File: src/rtl/gpio_irq_arbiter_if.sv
//------------------------------------------------------------------------------
// gpio_irq_arbiter_if : interrupt status/request bundle between GPIO and CPU side
// Rev 1.0
//------------------------------------------------------------------------------
`timescale 1ns/1ps
`default_nettype none

interface gpio_irq_arbiter_if #(
  parameter int PIN_COUNT = 32,
  parameter int ID_WIDTH  = 5
);
  logic [PIN_COUNT-1:0] int_status;
  logic [PIN_COUNT-1:0] irq_mask;
  logic                 irq_ack;
  logic                 irq_req;
  logic [ID_WIDTH-1:0]  irq_id;
  logic [PIN_COUNT-1:0] int_clear;
  logic                 irq_pending;
  logic                 timeout_err;
  logic                 spurious;

  modport master (
    output int_status, irq_mask, irq_ack,
    input  irq_req, irq_id, int_clear, irq_pending, timeout_err, spurious
  );

  modport slave (
    input  int_status, irq_mask, irq_ack,
    output irq_req, irq_id, int_clear, irq_pending, timeout_err, spurious
  );
endinterface

`default_nettype wire

File: src/rtl/gpio_irq_arbiter.sv
//------------------------------------------------------------------------------
// gpio_irq_arbiter : picks one unmasked pending GPIO interrupt, requests the CPU,
//                    and pulses the matching clear after acknowledge.
// Rev 1.0
//------------------------------------------------------------------------------
`timescale 1ns/1ps
`default_nettype none

module gpio_irq_arbiter #(
  parameter int PIN_COUNT   = 32,
  parameter int ID_WIDTH    = 5,
  parameter int RR_MODE     = 1,
  parameter int ACK_TIMEOUT = 255
) (
  input  wire logic             clk,
  input  wire logic             rst_n,
  gpio_irq_arbiter_if.slave     bus
);

  localparam int CNT_W = (ACK_TIMEOUT > 1) ? $clog2(ACK_TIMEOUT) : 1;

  typedef enum logic [1:0] {
    S_IDLE  = 2'd0,
    S_REQ   = 2'd1,
    S_CLEAR = 2'd2
  } state_e;

  state_e               state_q;
  logic                 req_q;
  logic [ID_WIDTH-1:0]  id_q;
  logic [PIN_COUNT-1:0] clr_q;
  logic                 pend_q;
  logic                 tmo_q;
  logic                 spu_q;
  logic [ID_WIDTH-1:0]  ptr_q;
  logic [CNT_W-1:0]     cnt_q;

  logic [PIN_COUNT-1:0] cand;
  logic [PIN_COUNT-1:0] above_ptr;
  logic [PIN_COUNT-1:0] cand_hi;
  logic [ID_WIDTH-1:0]  win_id;
  logic [ID_WIDTH-1:0]  next_ptr;
  logic                 withdraw;
  logic                 timeout_hit;

  function automatic logic [ID_WIDTH-1:0] lowest(input logic [PIN_COUNT-1:0] v);
    lowest = '0;
    for (int i = PIN_COUNT - 1; i >= 0; i--) begin
      if (v[i]) lowest = ID_WIDTH'(i);
    end
  endfunction

  assign cand = bus.int_status & ~bus.irq_mask;

  generate
    for (genvar g = 0; g < PIN_COUNT; g++) begin : g_above_ptr
      assign above_ptr[g] = (ID_WIDTH'(g) >= ptr_q);
    end
  endgenerate

  // Round-robin: search from the pointer upward, fall back to the lowest index to wrap.
  assign cand_hi = cand & above_ptr;
  assign win_id  = ((RR_MODE != 0) && (|cand_hi)) ? lowest(cand_hi) : lowest(cand);

  assign next_ptr    = (id_q == ID_WIDTH'(PIN_COUNT - 1)) ? '0 : id_q + ID_WIDTH'(1);
  assign withdraw    = !bus.int_status[id_q] || bus.irq_mask[id_q];
  assign timeout_hit = (ACK_TIMEOUT != 0) && (cnt_q == CNT_W'(ACK_TIMEOUT - 1));

  always_ff @(posedge clk) begin
    if (!rst_n) begin
      state_q <= S_IDLE;
      req_q   <= 1'b0;
      id_q    <= '0;
      clr_q   <= '0;
      pend_q  <= 1'b0;
      tmo_q   <= 1'b0;
      spu_q   <= 1'b0;
      ptr_q   <= '0;
      cnt_q   <= '0;
    end else begin
      pend_q <= |cand;
      clr_q  <= '0;
      tmo_q  <= 1'b0;
      spu_q  <= 1'b0;
      case (state_q)
        S_IDLE: begin
          if (|cand) begin
            id_q    <= win_id;
            req_q   <= 1'b1;
            cnt_q   <= '0;
            state_q <= S_REQ;
          end
        end
        S_REQ: begin
          // Ack wins over withdraw, which wins over timeout.
          if (bus.irq_ack) begin
            req_q   <= 1'b0;
            clr_q   <= PIN_COUNT'(1) << id_q;
            state_q <= S_CLEAR;
            if (RR_MODE != 0) ptr_q <= next_ptr;
          end else if (withdraw) begin
            req_q   <= 1'b0;
            spu_q   <= 1'b1;
            state_q <= S_IDLE;
          end else if (timeout_hit) begin
            req_q   <= 1'b0;
            tmo_q   <= 1'b1;
            state_q <= S_IDLE;
            if (RR_MODE != 0) ptr_q <= next_ptr;
          end else begin
            cnt_q <= cnt_q + CNT_W'(1);
          end
        end
        S_CLEAR: begin
          state_q <= S_IDLE;
        end
        default: begin
          state_q <= S_IDLE;
        end
      endcase
    end
  end

  assign bus.irq_req     = req_q;
  assign bus.irq_id      = id_q;
  assign bus.int_clear   = clr_q;
  assign bus.irq_pending = pend_q;
  assign bus.timeout_err = tmo_q;
  assign bus.spurious    = spu_q;

endmodule

`default_nettype wire

File: src/flat_wrapper.sv
// flat-port wrapper written by rule: the top's interface ports become plain ports
module gpio_irq_arbiter_flat 
#(
  parameter int PIN_COUNT   = 32,
  parameter int ID_WIDTH    = 5,
  parameter int RR_MODE     = 1,
  parameter int ACK_TIMEOUT = 255
)
  (clk, rst_n, bus_int_status, bus_irq_mask, bus_irq_ack, bus_irq_req, bus_irq_id, bus_int_clear, bus_irq_pending, bus_timeout_err, bus_spurious);
  gpio_irq_arbiter_if #(.PIN_COUNT(PIN_COUNT), .ID_WIDTH(ID_WIDTH)) bus_i ();
  input  wire logic clk;
  input  wire logic rst_n;
  input wire logic [$bits(bus_i.int_status)-1:0] bus_int_status;
  input wire logic [$bits(bus_i.irq_mask)-1:0] bus_irq_mask;
  input wire logic [$bits(bus_i.irq_ack)-1:0] bus_irq_ack;
  output wire logic [$bits(bus_i.irq_req)-1:0] bus_irq_req;
  output wire logic [$bits(bus_i.irq_id)-1:0] bus_irq_id;
  output wire logic [$bits(bus_i.int_clear)-1:0] bus_int_clear;
  output wire logic [$bits(bus_i.irq_pending)-1:0] bus_irq_pending;
  output wire logic [$bits(bus_i.timeout_err)-1:0] bus_timeout_err;
  output wire logic [$bits(bus_i.spurious)-1:0] bus_spurious;
  assign bus_i.int_status = bus_int_status;
  assign bus_i.irq_mask = bus_irq_mask;
  assign bus_i.irq_ack = bus_irq_ack;
  assign bus_irq_req = bus_i.irq_req;
  assign bus_irq_id = bus_i.irq_id;
  assign bus_int_clear = bus_i.int_clear;
  assign bus_irq_pending = bus_i.irq_pending;
  assign bus_timeout_err = bus_i.timeout_err;
  assign bus_spurious = bus_i.spurious;
  gpio_irq_arbiter #(.PIN_COUNT(PIN_COUNT), .ID_WIDTH(ID_WIDTH), .RR_MODE(RR_MODE), .ACK_TIMEOUT(ACK_TIMEOUT)) u_core (.clk(clk), .rst_n(rst_n), .bus(bus_i));
endmodule
File: config.mk
export PLATFORM = sky130hd
export DESIGN_NAME = gpio_irq_arbiter_flat
export DESIGN_NICKNAME = d
export VERILOG_FILES = /design/src/rtl/gpio_irq_arbiter_if.sv /design/src/rtl/gpio_irq_arbiter.sv /design/src/flat_wrapper.sv
export SDC_FILE = /design/constraint.sdc
export NUM_CORES = 1
export LEC_CHECK = 0
export ABC_CLOCK_PERIOD_IN_PS = 4000
export CORE_ASPECT_RATIO = 1.25
export CORE_MARGIN = 8
export CORE_UTILIZATION = 57
export DETAILED_ROUTE_END_ITERATION = 6
export DONT_BUFFER_PORTS = 1
export HOLD_SLACK_MARGIN = 0.1
export PLACE_DENSITY = 0.72
export SETUP_SLACK_MARGIN = 0.05
export SLEW_MARGIN = 20
export SYNTH_ARGS = -nofsm -noshare
export SYNTH_HDL_FRONTEND = slang
export SYNTH_SLANG_ARGS = --single-unit
File: constraint.sdc
create_clock -name clk -period 4 [get_ports clk]
set_input_delay 0.4 -clock clk [delete_from_list [all_inputs] [get_ports clk]]
set_output_delay 0.4 -clock clk [all_outputs]
set_load 0.01 [all_outputs]
# Word level (Yosys, flattened, before mapping)
# Index checks and enable logic that the tools add are counted.
# word_totals
reg_bits,56
inputBits,67
out_inout_bits,41
word_cells,164
# classes
n_addsub,2
magnitude_cmp,33
n_eq_ne,9
n_shift,1
n_mux,90
n_bitwise,5
reduce_logical,15
# op_table
op,count
5-bit 2-to-1 mux,69
"5-bit greater-or-equal comparator, first input constant",16
32-bit bitwise AND,2
32-bit OR reduction,2
"4-bit by 5-bit greater-or-equal comparator with 1-bit output, first input constant",8
8-bit 2-to-1 mux,4
32-bit NOT,1
"1-bit by 5-bit left shift with 32-bit output, first input constant",1
"3-bit by 5-bit greater-or-equal comparator with 1-bit output, first input constant",4
8-bit case mux with 2 select lines,1
1-bit binary-select mux with 5-bit select,2
"1-bit by 5-bit greater-or-equal comparator with 1-bit output, first input constant",2
"2-bit by 5-bit greater-or-equal comparator with 1-bit output, first input constant",2
3-bit AND reduction,3
"8-bit by 1-bit adder with 8-bit output, second input constant",1
"8-bit == test, second input constant",1
1-bit 2-to-1 mux,8
2-bit 2-to-1 mux,4
"2-bit inequality test, second input constant",4
"5-bit by 6-bit less-than comparator with 1-bit output, second input constant",1
"5-bit by 1-bit adder with 5-bit output, second input constant",1
"5-bit == test, second input constant",1
5-bit AND reduction,1
"4-bit by 2-bit inequality test with 1-bit output, second input constant",1
other kinds (12),15

# Logic depth before layout (Yosys ltp)
# Gate-level depths: netlist of the first run.
# depth
ltp_word,36
mapped_depth,9
ltp_nobuf,7

# Least setup slack after synthesis of the first run
# Ideal clock, no wire load.
# synth_timing
kind,input to register
start,input port bus_irq_mask[11]
end,register u_core.cnt_q[0]
setup_ns,0.115
arrival_ns,2.352
required_ns,3.885
path_slack_ns,1.533
cell_stages,8
n_path_buf,1
cell_sequence,nand2b_1 clkbuf_1 mux4_1 mux2_2 mux4_2 o211ai_1 o21ai_0 and2_1
# synth_between
elab_chain_len,5
word_cells_on_any_way,9
classes_between,eq/ne (2); mux (2); bitwise (2); reduce/logical (3)
# synth_rtl
item,line_no,text
from (decl),flat_wrapper.sv:14,input wire logic [$bits(bus_i.irq_mask)-1:0] bus_irq_mask;
1-bit binary-select mux with 5-bit select or 32-bit NOT (tied branches),"gpio_irq_arbiter.sv:66, gpio_irq_arbiter.sv:53",
1-bit 2-to-1 mux (not written as such) or 32-bit bitwise AND (tied branches),"gpio_irq_arbiter.sv:66, gpio_irq_arbiter.sv:53",
1-bit logical OR or 32-bit OR reduction (tied branches),"gpio_irq_arbiter.sv:66, gpio_irq_arbiter.sv:87",
2-bit inequality test (no line) or 2-bit by 1-bit inequality test with 1-bit output (tied branches),n/a,
5-bit AND reduction (no line) *,n/a,
to (signal assigned),gpio_irq_arbiter.sv:111,cnt_q <= cnt_q + CNT_W'(1);
to (decl),gpio_irq_arbiter.sv:36,logic [CNT_W-1:0] cnt_q;
# Every way passes the cells marked *; elsewhere a longest branch is shown, timed or not. The select of a mux whose other input is x is not followed.
# A chain may end at the register's enable or synchronous reset.

# Worst setup path in the final report of the first run
# layout_timing
start,register u_core.ptr_q[4]
end,register u_core.id_q[1] (netlist: u_core.bus.irq_id[1])
# layout_between
elab_chain_len,35
word_cells_on_any_way,67
classes_between,order compare (32); mux (33); bitwise (1); reduce/logical (1)
# layout_rtl
item,line_no,text
from (decl),gpio_irq_arbiter.sv:35,logic [ID_WIDTH-1:0] ptr_q;
from (signal assigned),gpio_irq_arbiter.sv:100,if (RR_MODE != 0) ptr_q <= next_ptr;
from (signal assigned),gpio_irq_arbiter.sv:109,if (RR_MODE != 0) ptr_q <= next_ptr;
5-bit greater-or-equal comparator,gpio_irq_arbiter.sv:57,assign above_ptr[g] = (ID_WIDTH'(g) >= ptr_q);
32-bit bitwise AND *,gpio_irq_arbiter.sv:62,assign cand_hi = cand & above_ptr;
5-bit 2-to-1 mux (32 in series),gpio_irq_arbiter.sv:49,if (v[i]) lowest = ID_WIDTH'(i);
5-bit 2-to-1 mux *,gpio_irq_arbiter.sv:63,assign win_id = ((RR_MODE != 0) && (|cand_hi)) ? lowest(cand_hi) : lowest(cand);
to (signal assigned),gpio_irq_arbiter.sv:88,id_q <= win_id;
to (decl),gpio_irq_arbiter.sv:30,logic [ID_WIDTH-1:0] id_q;
# Every way passes the cells marked *; elsewhere a longest branch is shown, timed or not.

==> out/metrics.csv, run 1 <==
stage;metric;value;unit
route;routed len/inst;21.2;um
pwr;clock share of power;0.267;
timing;Worst-Margin Slew;1.13;ns
timing;Setup Skew;0.0111;ns
floorplanning;Starting Density;0.580;
finish;Layout Utilization;0.598;
pwr;Leakage;1.47;nW
setup_path;R2R Setup Slk;1.10;ns
global_route;initial antenna violation count;0;
min_path;hold path startpoint;bus_irq_ack;
place;PortBufs;0;
global_route;All-Layer GR Usage;0.234;
global_route;vias in the first global route;3781;
yosys;Mapped Cells;487;
place;dpl hpwl;9.41;mm
cts;clock sinks;56;
yosys;register bit total from synthesis;56;
cts;Worst-path clk slew;0.11;ns
route;remaining antenna violation count after routing;0;
cts;setup bufs post-CTS;0;
setup_path;CP Class;reg2reg;
finish;nets;552;
cts;Longest Clk Path Bufs;2;
pwr;Internal Power;0.818;mW
route;Detailed Route Iter0 Violations;263;
finish;share of layout cells above drive strength 1;0.0776;
pwr;Psw;0.396;mW
timing;final count of hold timing violations;0;
floorplanning;CORE AREA;0.00685;mm2
global_route;grt ovf;0;
setup_path;Critical R2R Launch;u_core.ptr_q[4];
global_route;pin count of the biggest net entering global routing;28;
cts;post-cts hold buffer count;0;
cts;H-tree Lvls;2;
setup_path;Critical Path End;u_core.bus.irq_id[1];
run;Max-Cap Viols;0;
setup_path;worst path required time;4.24;ns
route;iteration count of the initial detailed-routing pass;6;
yosys;ys async rst share;0;
finish;most common cell after layout, fill and taps aside;dfxtp_1;
floorplanning;Top Ports;108;
route;via count;3809;
yosys;syn nets;563;
finish;non-filler instance count after layout;567;
route;routed wire length;12.0;mm
setup_path;CP Launch Type;register;
yosys;top_reg_cell synth;dfxtp_1;
yosys;YS warnings;0;
floorplanning;row count;34;
yosys;synth unique cells;74;
setup_path;endpoint type of the worst setup path;register;
timing;setup tns final;0;ns
yosys;mapped cell area;0.00398;mm2
floorplanning;die area;0.00992;mm2
timing;Fmax achieved;345;MHz
finish;area delta synth->final;3.08;%
setup_path;Worst R2R End;u_core.bus.irq_id[1];
timing;clock period minus worst slack;2.90;ns
timing;post-route setup slack;1.10;ns
setup_path;Arr. time, crit path;3.13;ns
finish;commonest cells after routing, fill and taps aside;56 x dfxtp_1, 53 x nor2_1, 40 x nand2b_1;
status;outcome;completed;
cts;CTS tree;built;
cts;# resized after CTS;0;
floorplanning;Die Y;109;um
yosys;Post-synth EDFFs;0;
timing;unrepaired setup endpoints after global routing;no;
setup_path;R2R depth;7;
pwr;Sw Share;0.326;
cts;CTS Buf Count;5;
setup_path;critical path fanouts, max;27;
route;routed vias/inst;6.72;
setup_path;crit path from;u_core.ptr_q[4];
timing;final worst path period share;0.724;
yosys;Avg Inst Size Synth;8.16;um2
pwr;sequential power share;0.494;
cts;Clk Latency, worst-skew pair;0.31;ns
timing;Slew headroom;0.239;
timing;final setup vio count;0;
cts;Root Buffer;clkbuf_8;
place;placed cell count;559;
pwr;pwr dens;296;mW/mm2
pwr;VDD IR max;0.240;mV
timing;max-slew violations;0;
global_route;first-pass GRT wire length;18.9;mm
pwr;combinational cell fraction of total power;0.239;
floorplanning;Die X;90.7;um
route;drt drc;0;
yosys;sequential area share after synthesis;0.282;
place;RePlAce Congestion;0.989;
place;Place WS;0.945;ns
min_path;Worst Hold Class;in2reg;
finish;ant diodes;0;
final cells by class:
| class | count | area (um2) |
|---|---|---|
| Multi-Input combinational cell | 403 | 2710 |
| Fill cell | 630 | 2750 |
| Tap cell | 90 | 113 |
| Clock buffer | 5 | 68.8 |
| Inverter | 6 | 27.5 |
| Timing Repair Buffer | 4 | 30.0 |
| Clock inverter | 3 | 27.5 |
| Sequential cell | 56 | 1120 |
worst max-delay path: stages (launching register included):
cell and delay [ns]:
dfxtp_1 0.86, nand4_1 0.23, a22oi_1 0.29, or3b_2 0.47
nand2b_1 0.19, nor4_1 0.44, nand3_1 0.13, o2bb2ai_1 0.21
cells in the mapped netlist (3+ instances only):
master	count	area, um2
or4_1	3	22.5
nor4_1	5	31.3
nor2_1	53	199
o211ai_1	4	30.0
mux4_1	8	210
o21ai_1	5	25.0
and2_1	9	56.3
or2_2	4	25.0
nand4_1	12	75.1
xnor2_1	4	35.0
clkbuf_1	14	52.6
and3_1	10	62.6
or3b_2	4	35.0
inv_1	4	15.0
a21o_1	3	22.5
a211oi_1	10	75.1
nand3_1	17	85.1
nor3_2	3	30.0
o311a_1	3	30.0
a211o_1	5	43.8
nand2b_1	40	250
nor3_1	7	35.0
mux2_2	4	45.0
a2bb2oi_1	3	26.3
a21oi_1	24	120
o21ai_0	25	125
or3_1	4	25.0
a31oi_1	3	18.8
nor2b_1	23	144
o22ai_1	3	18.8
a22oi_1	4	30.0
mux2i_1	5	50.1
nand2_1	34	128
dfxtp_1	56	1120
ha_1	9	113
o2111ai_1	6	52.6
a21boi_1	5	37.5
a21boi_0	7	52.6
power groups by stage:
stage / combinational, mW / clock, mW / sequential, mW
4_1_cts: 0.284 / 0.324 / 0.600
3_3_place_gp: 0.281 / 0 / 0.612
3_5_place_dp: 0.282 / 0 / 0.613
2_1_floorplan: 0.235 / 0 / 0.596
5_1_grt: 0.314 / 0.349 / 0.603
6_report: 0.291 / 0.324 / 0.600
logic make-up (layout without fill, tap and decap cells):
kind of cell / after synthesis / in the layout / share of synthesized area
compound gates: 131 / 131 / 0.227
flops: 56 / 56 / 0.282
buf+inv: 28 / 18 / 0.0362
xor+xnor: 5 / 5 / 0.0110
simple gates: 238 / 238 / 0.325
fa+ha+maj: 10 / 10 / 0.0308
mux: 19 / 19 / 0.0881
registers in the layout, indices dropped and copies added, names as in the netlist:
signal / count
u_core.bus.irq_req: 1
u_core.bus.spurious: 1
u_core.ptr_q: 5
u_core.bus.irq_id: 5
u_core.bus.int_clear: 32
u_core.bus.irq_pending: 1
u_core.cnt_q: 8
u_core.bus.timeout_err: 1
u_core.state_q: 2
worst min-delay path by stage:
stage                                   to  slack, ns  depth (start not counted)
floorplan                  u_core.cnt_q[7]       0.45                          2
global placement           u_core.cnt_q[7]       0.46                          2
detailed placement         u_core.cnt_q[7]       0.48                          2
CTS                    u_core.bus.spurious       0.15                          1
global route           u_core.bus.spurious       0.14                          1
finish              u_core.bus.timeout_err       0.15                          1
through the flow:
step	area, um2	hold slack [ns]	power [mW]
2_1_floorplan	3980	0.454	0.831
3_3_place_gp	4000	0.461	0.893
3_5_place_dp	4000	0.482	0.895
4_1_cts	4100	0.151	1.21
5_1_grt	4100	0.137	1.27
6_report	4100	0.150	1.21
routing by layer:
metal / GRT usage / wire length (um) / share of wire / vias up
met5: 0 / 0 / 0 / -
met4: 0.132 / 503 / 0.042 / 0
met3: 0.0423 / 975 / 0.081 / 39
met2: 0.427 / 6060 / 0.51 / 223
met1: 0.254 / 4460 / 0.37 / 1763
li1: - / - / - / 1784
Note: power is estimated with default switching activity, not from simulation.
==> run 2, diff against run 1 <==
--- a/config.mk
+++ b/config.mk
@@ -5,7 +5,7 @@
 export SDC_FILE = /design/constraint.sdc
 export NUM_CORES = 1
 export LEC_CHECK = 0
-export ABC_CLOCK_PERIOD_IN_PS = 4000
+export ABC_CLOCK_PERIOD_IN_PS = 2950
 export CORE_ASPECT_RATIO = 1.25
 export CORE_MARGIN = 8
 export CORE_UTILIZATION = 57
==> constraint.sdc (replaced) <==
create_clock -name clk -period 2.95 [get_ports clk]
set_input_delay 0.295 -clock clk [delete_from_list [all_inputs] [get_ports clk]]
set_output_delay 0.295 -clock clk [all_outputs]
set_load 0.01 [all_outputs]
==> out/metrics.csv, run 2 (synthesis gave the netlist of run 1 again) <==
stage;metric;value;unit
status;outcome;completed;
global_route;first-pass GRT wire length;19.2;mm
global_route;vias in the first global route;3884;
global_route;pin count of the biggest net entering global routing;22;
setup_path;Critical R2R Launch;u_core.ptr_q[3];
min_path;hold path startpoint;rst_n;
place;placed cell count;573;
place;RePlAce Congestion;1.02;
setup_path;R2R depth;7;
setup_path;Buffers & Inverters on Critical Path;0;
floorplanning;CORE AREA;0.00685;mm2
floorplanning;die area;0.00992;mm2
timing;final setup vio count;0;
cts;Root Buffer;clkbuf_8;
setup_path;critical path fanouts, max;13;
finish;nets;568;
timing;final count of hold timing violations;0;
timing;final worst path period share;0.913;
route;drt drc;0;
route;iteration count of the initial detailed-routing pass;7;
setup_path;endpoint type of the worst setup path;register;
finish;commonest cells after routing, fill and taps aside;56 x dfxtp_1, 53 x nor2_1, 40 x nand2b_1;
timing;post-route setup slack;0.256;ns
cts;clock sinks;56;
pwr;Leakage;1.55;nW
min_path;worst hold path cell count;1;
setup_path;max incr delay on CP;0.66;ns
pwr;pwr dens;391;mW/mm2
finish;final instance area;0.00422;mm2
finish;max reg flops;32;
floorplanning;Top Ports;108;
cts;CTS Buf Count;5;
min_path;Worst Hold Class;in2reg;
route;remaining antenna violation count after routing;0;
setup_path;CP Launch Type;register;
timing;max-slew violations;0;
setup_path;Arr. time, crit path;2.94;ns
timing;unrepaired setup endpoints after global routing;no;
cts;Clk Latency, worst-skew pair;0.31;ns
global_route;grt ovf;0;
route;routed len/inst;21.1;um
min_path;hold endpoint;u_core.state_q[0];
setup_path;worst path cell trace;and3_1 > a31oi_1 > or3b_2 > nand2b_1 > nor4_1 > a31oi_1 > a21oi_1;
setup_path;Slowest cell on crit path;dfxtp_1;
setup_path;Worst R2R End;u_core.bus.irq_id[0];
global_route;initial antenna violation count;0;
finish;share of layout cells above drive strength 1;0.101;
floorplanning;row count;34;
cts;Longest Clk Path Bufs;2;
cts;CTS tree;built;
timing;Slew headroom;0.434;
setup_path;R2R Setup Slk;0.26;ns
finish;non-filler instance count after layout;583;
place;PortBufs;0;
cts;H-tree Lvls;2;
run;Max-Cap Viols;0;
floorplanning;Die Y;109;um
global_route;All-Layer GR Usage;0.240;
setup_path;CP most frequent cell;a31oi_1;
finish;most common cell after layout, fill and taps aside;dfxtp_1;
setup_path;worst path required time;3.20;ns
floorplanning;Die X;90.7;um
timing;Worst-Margin Slew;0.841;ns
pwr;total chip power;1.65;mW
timing;Setup Skew;0.00620;ns
setup_path;Top delay family on crit path;simple AND/OR/NAND/NOR gates;
cts;Worst-path clk slew;0.10;ns
timing;Hold Slack;0.123;ns
route;routed wire length;12.3;mm
floorplanning;Starting Density;0.580;
route;routed vias/inst;6.63;
setup_path;CP Class;reg2reg;
place;Place WS;0.325;ns
place;dpl hpwl;9.76;mm
finish;ant diodes;0;
place;Placed Area;0.00411;mm2
route;via count;3864;
timing;clock period minus worst slack;2.69;ns
timing;Fmax achieved;371;MHz
pwr;VDD IR max;0.288;mV
route;Detailed Route Iter0 Violations;256;
finish;Layout Utilization;0.615;
finish;area delta synth->final;6.04;%
timing;setup tns final;0;ns
[run 2: changes by cell type in the layout (fill, tap and decap cells not counted)]
| cell | delta |
|---|---|
| buf_4 | +14 |
| clkbuf_1 | +1 |
| dlygate4sd3_1 | +2 |
| inv_8 | -1 |
[run 2: worst register-to-register path, cell delays in order (launching register included)]
cell      delay [ns]
dfxtp_1         0.66
and3_1          0.34
a31oi_1         0.15
or3b_2          0.49
nand2b_1        0.19
nor4_1          0.50
a31oi_1         0.14
a21oi_1         0.16
[run 2: per-layer routing]
metal  vias up  part of all wire  track usage
met2       213              0.50        0.436
met1      1782              0.37        0.247
li1       1823                 -            -
met4         0             0.048        0.166
met3        46             0.075       0.0464
met5         -                 0            0
[run 2: cell type report]
type,instances,area [um2]
inverter,6,27.5
sequential,56,1120
fill,619,2630
clock inverter,2,16.3
multi-input combinational,403,2710
tap,90,113
clock buffer,6,72.6
timing repair buffer,20,155
[run 2: worst max-delay path by stage]
stage          slack (ns)                    to                 start  depth (start not counted)
2_1_floorplan        0.51       u_core.ptr_q[1]  u_core.bus.irq_id[2]                          7
3_3_place_gp         0.35  u_core.bus.irq_id[0]       u_core.ptr_q[3]                          7
3_5_place_dp         0.33       u_core.ptr_q[1]  u_core.bus.irq_id[2]                          6
4_1_cts              0.30       u_core.ptr_q[1]  u_core.bus.irq_id[2]                          6
5_1_grt              0.12  u_core.bus.irq_id[1]       u_core.ptr_q[3]                          7
6_report             0.26  u_core.bus.irq_id[0]       u_core.ptr_q[3]                          7
[run 2: where the power goes]
| group | internal, mW | switching [mW] | leakage [nW] |
|---|---|---|---|
| Combinational | 0.179 | 0.245 | 1.05 |
| Clock | 0.169 | 0.250 | 0.0414 |
| Sequential | 0.770 | 0.0326 | 0.453 |
| Total | 1.12 | 0.528 | 1.55 |
[run 2: what timing repair did]
| action | CTS | global route |
|---|---|---|
| endpoints found under the hold margin | 6 | 0 |
| hold buffers | 2 | 0 |
| resized for setup | 0 | 0 |
| setup buffers | 0 | 0 |
==> run 3, diff against run 2 <==
--- a/config.mk
+++ b/config.mk
@@ -5,14 +5,14 @@
 export SDC_FILE = /design/constraint.sdc
 export NUM_CORES = 1
 export LEC_CHECK = 0
-export ABC_CLOCK_PERIOD_IN_PS = 2950
+export ABC_CLOCK_PERIOD_IN_PS = 3340
 export CORE_ASPECT_RATIO = 1.25
-export CORE_MARGIN = 8
 export CORE_UTILIZATION = 57
 export DETAILED_ROUTE_END_ITERATION = 6
 export DONT_BUFFER_PORTS = 1
 export HOLD_SLACK_MARGIN = 0.1
 export PLACE_DENSITY = 0.72
+export RECOVER_POWER = 25
 export SETUP_SLACK_MARGIN = 0.05
 export SLEW_MARGIN = 20
 export SYNTH_ARGS = -nofsm -noshare
==> constraint.sdc (replaced) <==
create_clock -name clk -period 3.34 [get_ports clk]
set_input_delay 0.334 -clock clk [delete_from_list [all_inputs] [get_ports clk]]
set_output_delay 0.334 -clock clk [all_outputs]
set_load 0.01 [all_outputs]
==> out/metrics.csv, run 3 (synthesis gave the netlist of run 1 again) <==
stage;metric;value;unit
status;outcome;completed;
pwr;Leakage;1.51;nW
global_route;All-Layer GR Usage;0.314;
timing;Slew headroom;0.564;
floorplanning;Die X;76.7;um
setup_path;R2R depth;6;
finish;max reg flops;32;
route;routed wire length;11.4;mm
setup_path;endpoint type of the worst setup path;register;
min_path;hold endpoint;u_core.bus.spurious;
finish;area delta synth->final;4.38;%
cts;setup bufs post-CTS;0;
global_route;grt ovf;0;
floorplanning;Die Y;95.4;um
floorplanning;Top Ports;108;
setup_path;Worst R2R End;u_core.ptr_q[4];
setup_path;CP Class;reg2reg;
cts;Clk Latency, worst-skew pair;0.31;ns
floorplanning;row count;33;
route;drt drc;0;
finish;commonest cells after routing, fill and taps aside;56 x dfxtp_1, 53 x nor2_1, 40 x nand2b_1;
setup_path;R2R Setup Slk;0.43;ns
place;PortBufs;0;
min_path;hold path startpoint;bus_irq_ack;
finish;nets;559;
timing;final worst path period share;0.872;
min_path;worst hold path cell count;1;
place;dpl hpwl;9.07;mm
floorplanning;die area;0.00731;mm2
floorplanning;Starting Density;0.598;
pwr;pwr dens;351;mW/mm2
timing;final count of hold timing violations;0;
cts;CTS Buf Count;5;
timing;Worst-Margin Slew;0.649;ns
min_path;Worst Hold Class;in2reg;
setup_path;CP Launch Type;register;
place;Place WS;0.498;ns
cts;CTS tree;built;
cts;Longest Clk Path Bufs;2;
timing;Setup Skew;0.00802;ns
cts;H-tree Lvls;2;
route;iteration count of the initial detailed-routing pass;5;
timing;post-route setup slack;0.426;ns
pwr;VDD IR max;0.326;mV
cts;Worst-path clk slew;0.11;ns
run;Max-Cap Viols;0;
timing;clock period minus worst slack;2.91;ns
finish;Layout Utilization;0.624;
setup_path;Arr. time, crit path;3.15;ns
global_route;vias in the first global route;3657;
cts;clock sinks;56;
cts;Root Buffer;clkbuf_8;
timing;max-slew violations;0;
route;routed len/inst;19.9;um
timing;Fmax achieved;343;MHz
finish;Filler Cell Count;626;
floorplanning;CORE AREA;0.00665;mm2
route;remaining antenna violation count after routing;0;
global_route;first-pass GRT wire length;18.0;mm
finish;most common cell after layout, fill and taps aside;dfxtp_1;
finish;share of layout cells above drive strength 1;0.0888;
route;via count;3899;
timing;final setup vio count;0;
route;routed vias/inst;6.83;
finish;ant diodes;0;
global_route;pin count of the biggest net entering global routing;22;
setup_path;Critical R2R Launch;u_core.bus.irq_id[2];
setup_path;critical path fanouts, max;12;
timing;unrepaired setup endpoints after global routing;no;
route;Detailed Route Iter0 Violations;288;
setup_path;worst path required time;3.58;ns
timing;setup tns final;0;ns
pwr;total chip power;1.46;mW
place;RePlAce Congestion;1.04;
global_route;initial antenna violation count;0;
## run 3: worst max-delay path by stage
stage / slack, ns / startpoint / end / cells past startpoint
after detailed placement: 0.50 / u_core.bus.irq_id[2] / u_core.ptr_q[4] / 6
final: 0.43 / u_core.bus.irq_id[2] / u_core.ptr_q[4] / 6
after global placement: 0.61 / u_core.bus.irq_id[2] / u_core.cnt_q[0] / 6
after CTS: 0.46 / u_core.bus.irq_id[2] / u_core.ptr_q[4] / 6
after floorplan: 0.90 / u_core.bus.irq_id[2] / u_core.ptr_q[1] / 7
after global routing: 0.29 / u_core.bus.irq_id[2] / u_core.ptr_q[4] / 6
## run 3: per-layer routing
metal | wire length (um) | vias up | track usage
met4 | 594 | 0 | 0.179
met2 | 5680 | 236 | 0.570
li1 | - | 1800 | -
met5 | 0 | - | 0
met1 | 4180 | 1816 | 0.354
met3 | 930 | 47 | 0.0411
## run 3: final cells by class
class,count,area (um2),area share
inverters,6,27.5,0.00663
flip-flops and latches,56,1120,0.270
repair buffers,11,85.1,0.0205
multi-input cells,403,2710,0.653
clock inverters,3,27.5,0.00663
clock buffers,5,68.8,0.0166
well taps,87,109,0.0262
## run 3: critical path, stage by stage, from the launching register on
cell and delay [ns]:
dfxtp_1 0.75, mux4_1 0.66, mux2_2 0.27, mux4_2 0.55, a21oi_4 0.28, o21ai_1 0.12, a21boi_1 0.20
## run 3: what timing repair did
item,in CTS,in global routing
hold endpoints to repair,1,0
resized for setup,0,0
hold buffers,1,0
## run 3: metrics by stage
step	instances	hold WS [ns]	area, um2
floorplan	487	0.411	3980
global placement	562	0.423	4040
finish	571	0.108	4150
CTS	571	0.101	4150
global route	571	0.102	4150
detailed placement	562	0.421	4040
## run 3: power by group
part / leakage, nW / internal [mW] / total (mW) / switching, mW
registers: 0.453 / 0.681 / 0.715 / 0.0349
clock network: 0.0463 / 0.154 / 0.386 / 0.232
logic: 1.01 / 0.149 / 0.354 / 0.205
